$ cat src/rtl/program_loader_if.sv
// Byte-stream input and instruction-memory / CPU-control outputs of the program loader.
// The master modport is the loader; the slave modport is the surrounding system.
interface program_loader_if #(
  parameter int unsigned XLEN = 32
);
  logic [7:0]      rx_data;
  logic            rx_valid;
  logic            imem_write_enable;
  logic [XLEN-1:0] imem_addr;
  logic [XLEN-1:0] imem_data;
  logic            cpu_reset;
  logic            load_done;
  logic            error;

  modport master (
    input  rx_data, rx_valid,
    output imem_write_enable, imem_addr, imem_data, cpu_reset, load_done, error
  );

  modport slave (
    output rx_data, rx_valid,
    input  imem_write_enable, imem_addr, imem_data, cpu_reset, load_done, error
  );
endinterface

$ cat src/rtl/program_loader.sv
// Boot loader: assembles a little-endian UART byte stream into instruction words,
// writes them to instruction memory and releases the CPU reset once the image is in.
module program_loader #(
  parameter int unsigned MEMORY_DEPTH   = 1024,
  parameter int unsigned TIMEOUT_CYCLES = 100000,
  parameter int unsigned XLEN           = 32
) (
  input  logic              i_Clock,
  input  logic              i_Reset,
  program_loader_if.master  bus
);

  localparam int unsigned TW = $clog2(TIMEOUT_CYCLES + 1);

  typedef enum logic [1:0] {
    S_HEADER = 2'd0,
    S_DATA   = 2'd1,
    S_DONE   = 2'd2,
    S_ERROR  = 2'd3
  } state_t;

  state_t          state_q, state_d;
  logic [1:0]      bcnt_q, bcnt_d;
  logic [23:0]     shift_q, shift_d;
  logic [XLEN-1:0] count_q, count_d;
  logic [XLEN-1:0] index_q, index_d;
  logic [TW-1:0]   tmo_q, tmo_d;
  logic            we_q, we_d;
  logic [XLEN-1:0] addr_q, addr_d;
  logic [XLEN-1:0] data_q, data_d;
  logic            cpu_reset_q, cpu_reset_d;
  logic            load_done_q, load_done_d;
  logic            error_q, error_d;

  logic            accept;
  logic            last_byte;
  logic            counting;
  logic            expire;
  logic [31:0]     assembled;

  // Earlier bytes sit in shift_q, so the incoming byte lands in the top lane.
  assign accept    = bus.rx_valid && (state_q == S_HEADER || state_q == S_DATA);
  assign assembled = {bus.rx_data, shift_q};
  assign last_byte = accept && (bcnt_q == 2'd3);
  assign counting  = (state_q == S_DATA) || (state_q == S_HEADER && bcnt_q != 2'd0);
  assign expire    = counting && !accept && (tmo_q >= TW'(TIMEOUT_CYCLES - 1));

  // State and output registers
  always_ff @(posedge i_Clock or posedge i_Reset) begin
    if (i_Reset) begin
      state_q     <= S_HEADER;
      bcnt_q      <= '0;
      shift_q     <= '0;
      count_q     <= '0;
      index_q     <= '0;
      tmo_q       <= '0;
      we_q        <= 1'b0;
      addr_q      <= '0;
      data_q      <= '0;
      cpu_reset_q <= 1'b1;
      load_done_q <= 1'b0;
      error_q     <= 1'b0;
    end else begin
      state_q     <= state_d;
      bcnt_q      <= bcnt_d;
      shift_q     <= shift_d;
      count_q     <= count_d;
      index_q     <= index_d;
      tmo_q       <= tmo_d;
      we_q        <= we_d;
      addr_q      <= addr_d;
      data_q      <= data_d;
      cpu_reset_q <= cpu_reset_d;
      load_done_q <= load_done_d;
      error_q     <= error_d;
    end
  end

  // Next state; completion waits for the final write strobe to have been issued
  always_comb begin
    state_d = state_q;
    unique case (state_q)
      S_HEADER: begin
        if (last_byte) begin
          if (assembled == 32'd0)                   state_d = S_DONE;
          else if (assembled > 32'(MEMORY_DEPTH))   state_d = S_ERROR;
          else                                      state_d = S_DATA;
        end
      end
      S_DATA: begin
        if (expire)                                          state_d = S_ERROR;
        else if (we_q && index_q == count_q - XLEN'(1))      state_d = S_DONE;
      end
      S_DONE:  state_d = S_DONE;
      S_ERROR: state_d = S_ERROR;
      default: state_d = S_HEADER;
    endcase
  end

  // Datapath and registered-output next values
  always_comb begin
    bcnt_d      = bcnt_q;
    shift_d     = shift_q;
    count_d     = count_q;
    index_d     = index_q;
    tmo_d       = tmo_q;
    we_d        = 1'b0;
    addr_d      = addr_q;
    data_d      = data_q;
    cpu_reset_d = (state_d != S_DONE);
    load_done_d = (state_d == S_DONE);
    error_d     = (state_d == S_ERROR);

    if (accept) begin
      shift_d = assembled[31:8];
      bcnt_d  = 2'(bcnt_q + 2'd1);
      tmo_d   = '0;
    end else if (counting && tmo_q < TW'(TIMEOUT_CYCLES)) begin
      tmo_d = TW'(tmo_q + TW'(1));
    end

    // A stale partial header is dropped so the next byte starts a fresh count.
    if (state_q == S_HEADER && expire) begin
      bcnt_d = '0;
      tmo_d  = '0;
    end

    if (state_q == S_HEADER && last_byte) begin
      count_d = XLEN'(assembled);
      index_d = '0;
    end

    if (state_q == S_DATA && last_byte) begin
      we_d   = 1'b1;
      addr_d = {index_q[XLEN-3:0], 2'b00};
      data_d = XLEN'(assembled);
    end

    if (state_q == S_DATA && we_q) begin
      index_d = XLEN'(index_q + XLEN'(1));
    end
  end

  assign bus.imem_write_enable = we_q;
  assign bus.imem_addr         = addr_q;
  assign bus.imem_data         = data_q;
  assign bus.cpu_reset         = cpu_reset_q;
  assign bus.load_done         = load_done_q;
  assign bus.error             = error_q;

endmodule

$ cat src/flat_wrapper.sv
// flat-port wrapper written by rule: the top's interface ports become plain ports
module program_loader_flat 
#(
  parameter int unsigned MEMORY_DEPTH   = 1024,
  parameter int unsigned TIMEOUT_CYCLES = 100000,
  parameter int unsigned XLEN           = 32
)
  (i_Clock, i_Reset, bus_rx_data, bus_rx_valid, bus_imem_write_enable, bus_imem_addr, bus_imem_data, bus_cpu_reset, bus_load_done, bus_error);
  program_loader_if #(.XLEN(XLEN)) bus_i ();
  input  logic i_Clock;
  input  logic i_Reset;
  input wire logic [$bits(bus_i.rx_data)-1:0] bus_rx_data;
  input wire logic [$bits(bus_i.rx_valid)-1:0] bus_rx_valid;
  output wire logic [$bits(bus_i.imem_write_enable)-1:0] bus_imem_write_enable;
  output wire logic [$bits(bus_i.imem_addr)-1:0] bus_imem_addr;
  output wire logic [$bits(bus_i.imem_data)-1:0] bus_imem_data;
  output wire logic [$bits(bus_i.cpu_reset)-1:0] bus_cpu_reset;
  output wire logic [$bits(bus_i.load_done)-1:0] bus_load_done;
  output wire logic [$bits(bus_i.error)-1:0] bus_error;
  assign bus_i.rx_data = bus_rx_data;
  assign bus_i.rx_valid = bus_rx_valid;
  assign bus_imem_write_enable = bus_i.imem_write_enable;
  assign bus_imem_addr = bus_i.imem_addr;
  assign bus_imem_data = bus_i.imem_data;
  assign bus_cpu_reset = bus_i.cpu_reset;
  assign bus_load_done = bus_i.load_done;
  assign bus_error = bus_i.error;
  program_loader #(.MEMORY_DEPTH(MEMORY_DEPTH), .TIMEOUT_CYCLES(TIMEOUT_CYCLES), .XLEN(XLEN)) u_core (.i_Clock(i_Clock), .i_Reset(i_Reset), .bus(bus_i));
endmodule
$ cat config.mk
export PLATFORM = sky130hd
export DESIGN_NAME = program_loader_flat
export DESIGN_NICKNAME = d
export VERILOG_FILES = /design/src/rtl/program_loader_if.sv /design/src/rtl/program_loader.sv /design/src/flat_wrapper.sv
export SDC_FILE = /design/constraint.sdc
export NUM_CORES = 1
export LEC_CHECK = 0
export CAP_MARGIN = 20
export CORE_ASPECT_RATIO = 0.9
export CORE_MARGIN = 2
export CORE_UTILIZATION = 45
export DETAILED_ROUTE_END_ITERATION = 8
export GPL_ROUTABILITY_DRIVEN = 0
export PLACE_DENSITY = 0.65
export SLEW_MARGIN = 15
export SYNTH_ARGS = -nofsm -noshare
export SYNTH_HDL_FRONTEND = slang
export SYNTH_SLANG_ARGS = --single-unit
$ cat constraint.sdc
create_clock -name i_Clock -period 6.2 [get_ports i_Clock]
set_clock_uncertainty 0.05 [all_clocks]
set_input_delay 0.62 -clock i_Clock [delete_from_list [all_inputs] [get_ports i_Clock]]
set_output_delay 0.62 -clock i_Clock [all_outputs]
set_load 0.02 [all_outputs]
==> results by group, run 1 <==
Status
  – Status: finished, final reports clean

Synth
  – Main synth FF type: dfrtp_1
  – Post-synth EDFFs: 0
  – Commonest cells in the synthesized netlist: dfrtp_1 (174), nand2_1 (145), mux2_2 (85), nor2_1 (57), nand3_1 (36)
  – Area of the mapped netlist: 8420 um^2
  – Synthesized flop and latch total: 175
  – Synth async-reset ratio: 1.00
  – Ranking of synthesized cells by area: dfrtp_1 (52%), mux2_2 (11%), nand2_1 (6.5%)
  – Cell accounting for the most synthesized area: dfrtp_1
  – Sequential element share of the synthesized area: 0.520
  – Syn avg cell area: 10.3 um^2
  – Yosys top cell area share: 0.517
  – Cell with the most instances after synthesis: dfrtp_1
  – Number of distinct library cells after synthesis: 57
  – Post-Syn Instances: 815
  – Syn. warnings: 0

Clocking
  – CTS Sinks: 175
  – CTS tree: done
  – Root Buffer: clkbuf_16
  – Setup Fix Bufs, Post-CTS: 0
  – Clk slew on worst S/H paths: 70 ps
  – Later-pin clock latency in the skew report: 430 ps
  – H-tree Lvls: 4
  – Post-cts resize count: 0
  – Max Root-Sink Buffers: 2
  – CTS buffer count: 17
  – # hold bufs at CTS: 0

Drt
  – DRT Pass-1 Iters: 4
  – Via density: 5.45
  – 1st-iter DRT viols: 431
  – Final WL: 18500 um
  – Residual DRC: 0
  – Detailed-route via count: 6187
  – Remaining antenna violation count: 0
  – Wirelength per Cell: 16.3 um

Layout
  – Area growth from synthesis to layout: 18.8%
  – Nets: 893
  – Layout cell share with drive strength beyond 1: 0.149
  – Ant diodes: 0
  – Final Non-Filler Cells: 1135
  – Post-layout util: 0.545

Worst setup path
  – Reg-to-reg slack, setup: 2530 ps
  – WP data required: 6500 ps
  – Worst path slowest cell: nor4b_1
  – Startpoint class of the critical path: register
  – Top Family by Delay on Critical Path: simple AND/OR/NAND/NOR gates
  – CP peak stage delay: 860 ps
  – Worst reg2reg startpoint: u_core.count_q[0]
  – Reg2Reg Depth: 9
  – WP data arrival: 3970 ps
  – Worst setup path category: reg2reg
  – Crit path max fanout: 6
  – Crit. End Element: register
  – Reg2reg end: u_core.bus.error
  – Worst Path Buf+Inv: 1
  – Critical-path cell list: inv_1 -> ha_1 -> nor4b_1 -> nand3_1 -> a211o_1 -> a22o_1 -> or4_4 -> or4_1 -> a31oi_1

STA
  – Unrepaired setup endpoints after global routing: no
  – Slew Limit Fails: 0
  – Crit path time final: 3670 ps
  – Fin Setup TNS: 0 ps
  – Fin. Hold Viols: 0
  – Fin crit share: 0.592
  – Maximum clock rate: 273 MHz
  – Max-Slew Margin vs Limit: 0.304
  – Worst-Margin Slew: 1030 ps
  – Final worst setup slack: 2530 ps
  – Final setup viols: 0

Floorplanning
  – Die area: 19800 um^2
  – Number of top-level pins: 79
  – Initial Util: 0.459
  – Die height: 134 um
  – Die Width: 148 um
  – Core area: 18300 um^2
  – Num rows: 47

GRT
  – GRT Total Usage: 0.196
  – Largest net degree at the start of global routing: 88
  – Initial antenna violation count: 0
  – Overflow after GRT: 0
  – First-pass GRT wire length: 31100 um
  – Vias in the first global route: 5893

Hold path
  – Worst hold path class: reg2reg
  – Hold path start: u_core.bus.imem_addr[11]
  – Hold Path Depth: 2
  – Hold Path Sink: u_core.bus.imem_addr[11]

Pwr
  – Max IR drop VDD: 0.260 mV
  – Leak: 4.35 nW
  – P per Cell Area: 530 nW/um^2

Job
  – Max_cap viols: 0

Place
  – DPL Wire Length: 12600 um
  – Inst Count DP: 1103
  – DP Worst Slack: 2570 ps
  – # port buffers: 76
[worst max-delay path by stage]
stage,end,depth (start not counted),start
finish,u_core.bus.error,9,u_core.count_q[0]
global route,u_core.bus.load_done,10,u_core.count_q[0]
CTS,u_core.bus.load_done,8,u_core.count_q[8]
detailed placement,u_core.bus.error,8,u_core.count_q[8]
global placement,u_core.bus.load_done,8,u_core.count_q[8]
floorplan,u_core.bcnt_q[0],1,i_Reset
[power breakdown]
group / switching [mW] / leakage, nW / internal (mW)
Clock: 0.473 / 0.292 / 0.626
Combinational: 0.958 / 1.87 / 0.989
Sequential: 0.624 / 2.20 / 1.63
[cell families (layout without fill, tap and decap cells)]
| logic type | after synthesis | in the layout | synth area share |
|---|---|---|---|
| and+or+nand+nor | 345 | 345 | 0.199 |
| DFF | 175 | 175 | 0.520 |
| buffers and inverters | 54 | 128 | 0.0251 |
| AOI/OAI and AO/OA | 85 | 85 | 0.0652 |
| adders and majority gates | 5 | 5 | 0.00743 |
| other | 1 | 2 | 0.000445 |
| xor gates and xnor gates | 56 | 56 | 0.0582 |
| muxes | 94 | 94 | 0.124 |
[placed cells by master (no fill, tap or decap), types with 11 or more instances in the layout]
cell type        synthesis  layout
xor2_1                  26      26
o21ai_0                 33      33
and3_1                  12      12
nor4_1                  16      16
xnor2_1                 30      30
nor2_1                  57      57
clkbuf_16                0      17
inv_1                   15      14
nand2_1                145     145
nor3_1                  14      14
nand3_1                 36      34
nand4_1                 11      11
mux2_2                  85      85
clkdlybuf4s50_1          0      76
dfrtp_1                174     174
[registers in the layout (all words and copies together) (netlist names), 2 cells and up]
signal and cells:
u_core.bus.imem_data 32, u_core.count_q 32, u_core.index_q 32, u_core.bus.imem_addr 30, u_core.shift_q 24, u_core.tmo_q 17, u_core.bcnt_q 2, u_core.state_q 2
[cell type report]
cell class	instances	area (um^2)
clock inverters	12	150
multi-input cells	587	3850
clock buffers	20	457
inverters	15	61.3
repair buffers	81	798
fillers	1656	8340
flip-flops and latches	175	4380
well taps	245	307
[layer usage]
| metal | part of all wire | wire length (um) | global-route usage |
|---|---|---|---|
| met1 | 0.52 | 9670 | 0.307 |
| met2 | 0.42 | 7850 | 0.271 |
| met3 | 0.041 | 762 | 0.0364 |
| met4 | 0.015 | 269 | 0.0693 |
| met5 | 0 | 0 | 0 |
[stage by stage]
step / instance area (um^2) / hold slack [ps] / power, mW
2_1_floorplan: 8420 / 413 / 3.42
3_3_place_gp: 9400 / 411 / 4.17
3_5_place_dp: 9400 / 423 / 4.20
4_1_cts: 10000 / 439 / 5.33
5_1_grt: 10000 / 466 / 5.66
6_report: 10000 / 431 / 5.30
[worst reg2reg max path: stages, from the launching register on]
cell     delay [ps]
dfrtp_1         410
inv_1            90
ha_1            260
nor4b_1         860
nand3_1         210
a211o_1         330
a22o_1          220
or4_4           460
or4_1           540
a31oi_1         170
No activity file was read; power rests on OpenSTA's default activity.
==> run 2, diff against run 1 <==
Settings changed: PLACE_DENSITY 0.65 to 0.68.
Clock period 6.2 ns to 2.95 ns, I/O delays scaled along.
==> results by group, run 2 (same netlist as run 1, synthesis figures left out) <==
Worst setup path
  – Reg2reg end: u_core.bus.error
  – Top Family by Delay on Critical Path: simple AND/OR/NAND/NOR gates
  – Critical Path Sink: u_core.bus.error
  – Worst Path Buf+Inv: 0
  – Reg2Reg Depth: 8
  – WP data arrival: 3420 ps
  – Crit path launch: u_core.count_q[16]
  – Critical-path cell list: or4_4 -> or3_4 -> nor4_4 -> mux2i_1 -> nor4_1 -> or4_4 -> or4_1 -> a31oi_1
  – Crit path depth: 8
  – Reg-to-reg slack, setup: -180 ps
  – Worst setup path category: reg2reg
  – Worst path slowest cell: or4_4
  – Startpoint class of the critical path: register
  – WP data required: 3240 ps
  – Worst path most repeated cell: or4_4
  – Crit. End Element: register
  – Worst reg2reg startpoint: u_core.count_q[16]
  – Crit path max fanout: 4
  – CP peak stage delay: 580 ps

Clocking
  – Max Root-Sink Buffers: 2
  – CTS Sinks: 175
  – # hold bufs at CTS: 0
  – Root Buffer: clkbuf_16
  – CTS tree: done
  – Later-pin clock latency in the skew report: 440 ps
  – H-tree Lvls: 4
  – CTS buffer count: 17
  – Clk slew on worst S/H paths: 70 ps

GRT
  – GRT Total Usage: 0.198
  – Largest net degree at the start of global routing: 58
  – Vias in the first global route: 5878
  – Overflow after GRT: 0
  – First-pass GRT wire length: 31100 um
  – Initial antenna violation count: 0

Floorplanning
  – Die height: 134 um
  – Die area: 19800 um^2
  – Die Width: 148 um
  – Number of top-level pins: 79
  – Num rows: 47
  – Initial Util: 0.459
  – Core area: 18300 um^2

Layout
  – Ant diodes: 0
  – Layout cell share with drive strength beyond 1: 0.220
  – Nets: 951
  – Most frequent cells in the layout: dfrtp_1 (174), nand2_1 (145), mux2_2 (85)
  – Final Non-Filler Cells: 1193
  – Commonest non-fill, non-tap cell in the layout: dfrtp_1
  – Filler Cells Inserted: 1610
  – Area growth from synthesis to layout: 25.4%

Pwr
  – Leak: 4.67 nW
  – Max IR drop VDD: 0.634 mV
  – Design Power: 11.7 mW
  – P per Cell Area: 1100 nW/um^2

STA
  – Worst-Margin Slew: 559 ps
  – Slew Limit Fails: 0
  – Unrepaired setup endpoints after global routing: yes
  – Max-Slew Margin vs Limit: 0.627
  – Maximum clock rate: 320 MHz
  – Crit path time final: 3130 ps
  – Final setup viols: 4
  – Fin crit share: 1.06
  – Final worst setup slack: -179 ps
  – Fin. Hold Viols: 0

Hold path
  – Worst hold path class: in2async

Status
  – Failing checks: setup timing
  – Status: complete, but fails checks

Place
  – # port buffers: 76
  – DPL Wire Length: 13400 um
  – Inst Count DP: 1160

Drt
  – Final WL: 18900 um
  – Residual DRC: 0
  – 1st-iter DRT viols: 461
  – DRT Pass-1 Iters: 5
  – Wirelength per Cell: 15.8 um
  – Via density: 5.29
  – Remaining antenna violation count: 0
  – Detailed-route via count: 6309

Job
  – Max_cap viols: 0
## run 2: area by class of cell
type                            count  area, um^2  area share
Clock buffer                       18         439      0.0416
Clock inverter                     14         145      0.0137
Inverter                           15        60.1     0.00569
Multi-Input combinational cell    587        3970       0.376
Sequential cell                   175        4380       0.415
Tap cell                          245         307      0.0290
Timing Repair Buffer              139        1260       0.119
## run 2: worst reg2reg max path: stages (launching register included)
cell     delay (ps)
dfrtp_1         380
or4_4           580
or3_4           370
nor4_4          310
mux2i_1         220
nor4_1           70
or4_4           470
or4_1           420
a31oi_1         170
## run 2: routing by layer
| metal | track usage | wire [um] |
|---|---|---|
| met1 | 0.308 | 9790 |
| met2 | 0.279 | 8120 |
| met3 | 0.0405 | 687 |
| met4 | 0.0614 | 275 |
| met5 | 0 | 0 |
## run 2: power breakdown
part           internal, mW  leakage, nW  switching, mW
Combinational          2.52         2.20           2.40
Clock                  1.15        0.281           1.05
Sequential             3.43         2.20           1.13
## run 2: worst min path at each step
stage	startpoint	end	slack, ps
after floorplan	bus_rx_data[0]	u_core.count_q[24]	350
after global placement	u_core.bus.imem_addr[11]	u_core.bus.imem_addr[11]	410
after detailed placement	u_core.bus.imem_data[27]	u_core.bus.imem_data[27]	440
after CTS	i_Reset	u_core.count_q[0]	100
after global routing	i_Reset	u_core.count_q[0]	110
final	i_Reset	u_core.index_q[1]	100
## run 2: per-stage QoR
step / hold WS [ps] / worst slack [ps] / TNS, ps / util / cell area [um^2]
3_5_place_dp: 442 / -221 / -888 / 0.540 / 9900
4_1_cts: 96.5 / -110 / -110 / 0.574 / 10500
2_1_floorplan: 350 / -71.8 / -139 / - / 8490
5_1_grt: 109 / -302 / -1040 / 0.576 / 10600
6_report: 102 / -179 / -453 / 0.576 / 10600
3_3_place_gp: 409 / -188 / -641 / 0.540 / 9900
## run 2: repair_timing
item                                    in CTS  in global routing
pin swaps                                    4                  3
resized for setup                            8                  4
gates cloned                                 0                  0
endpoints found under the setup margin       5                  5
setup buffers                                0                  1
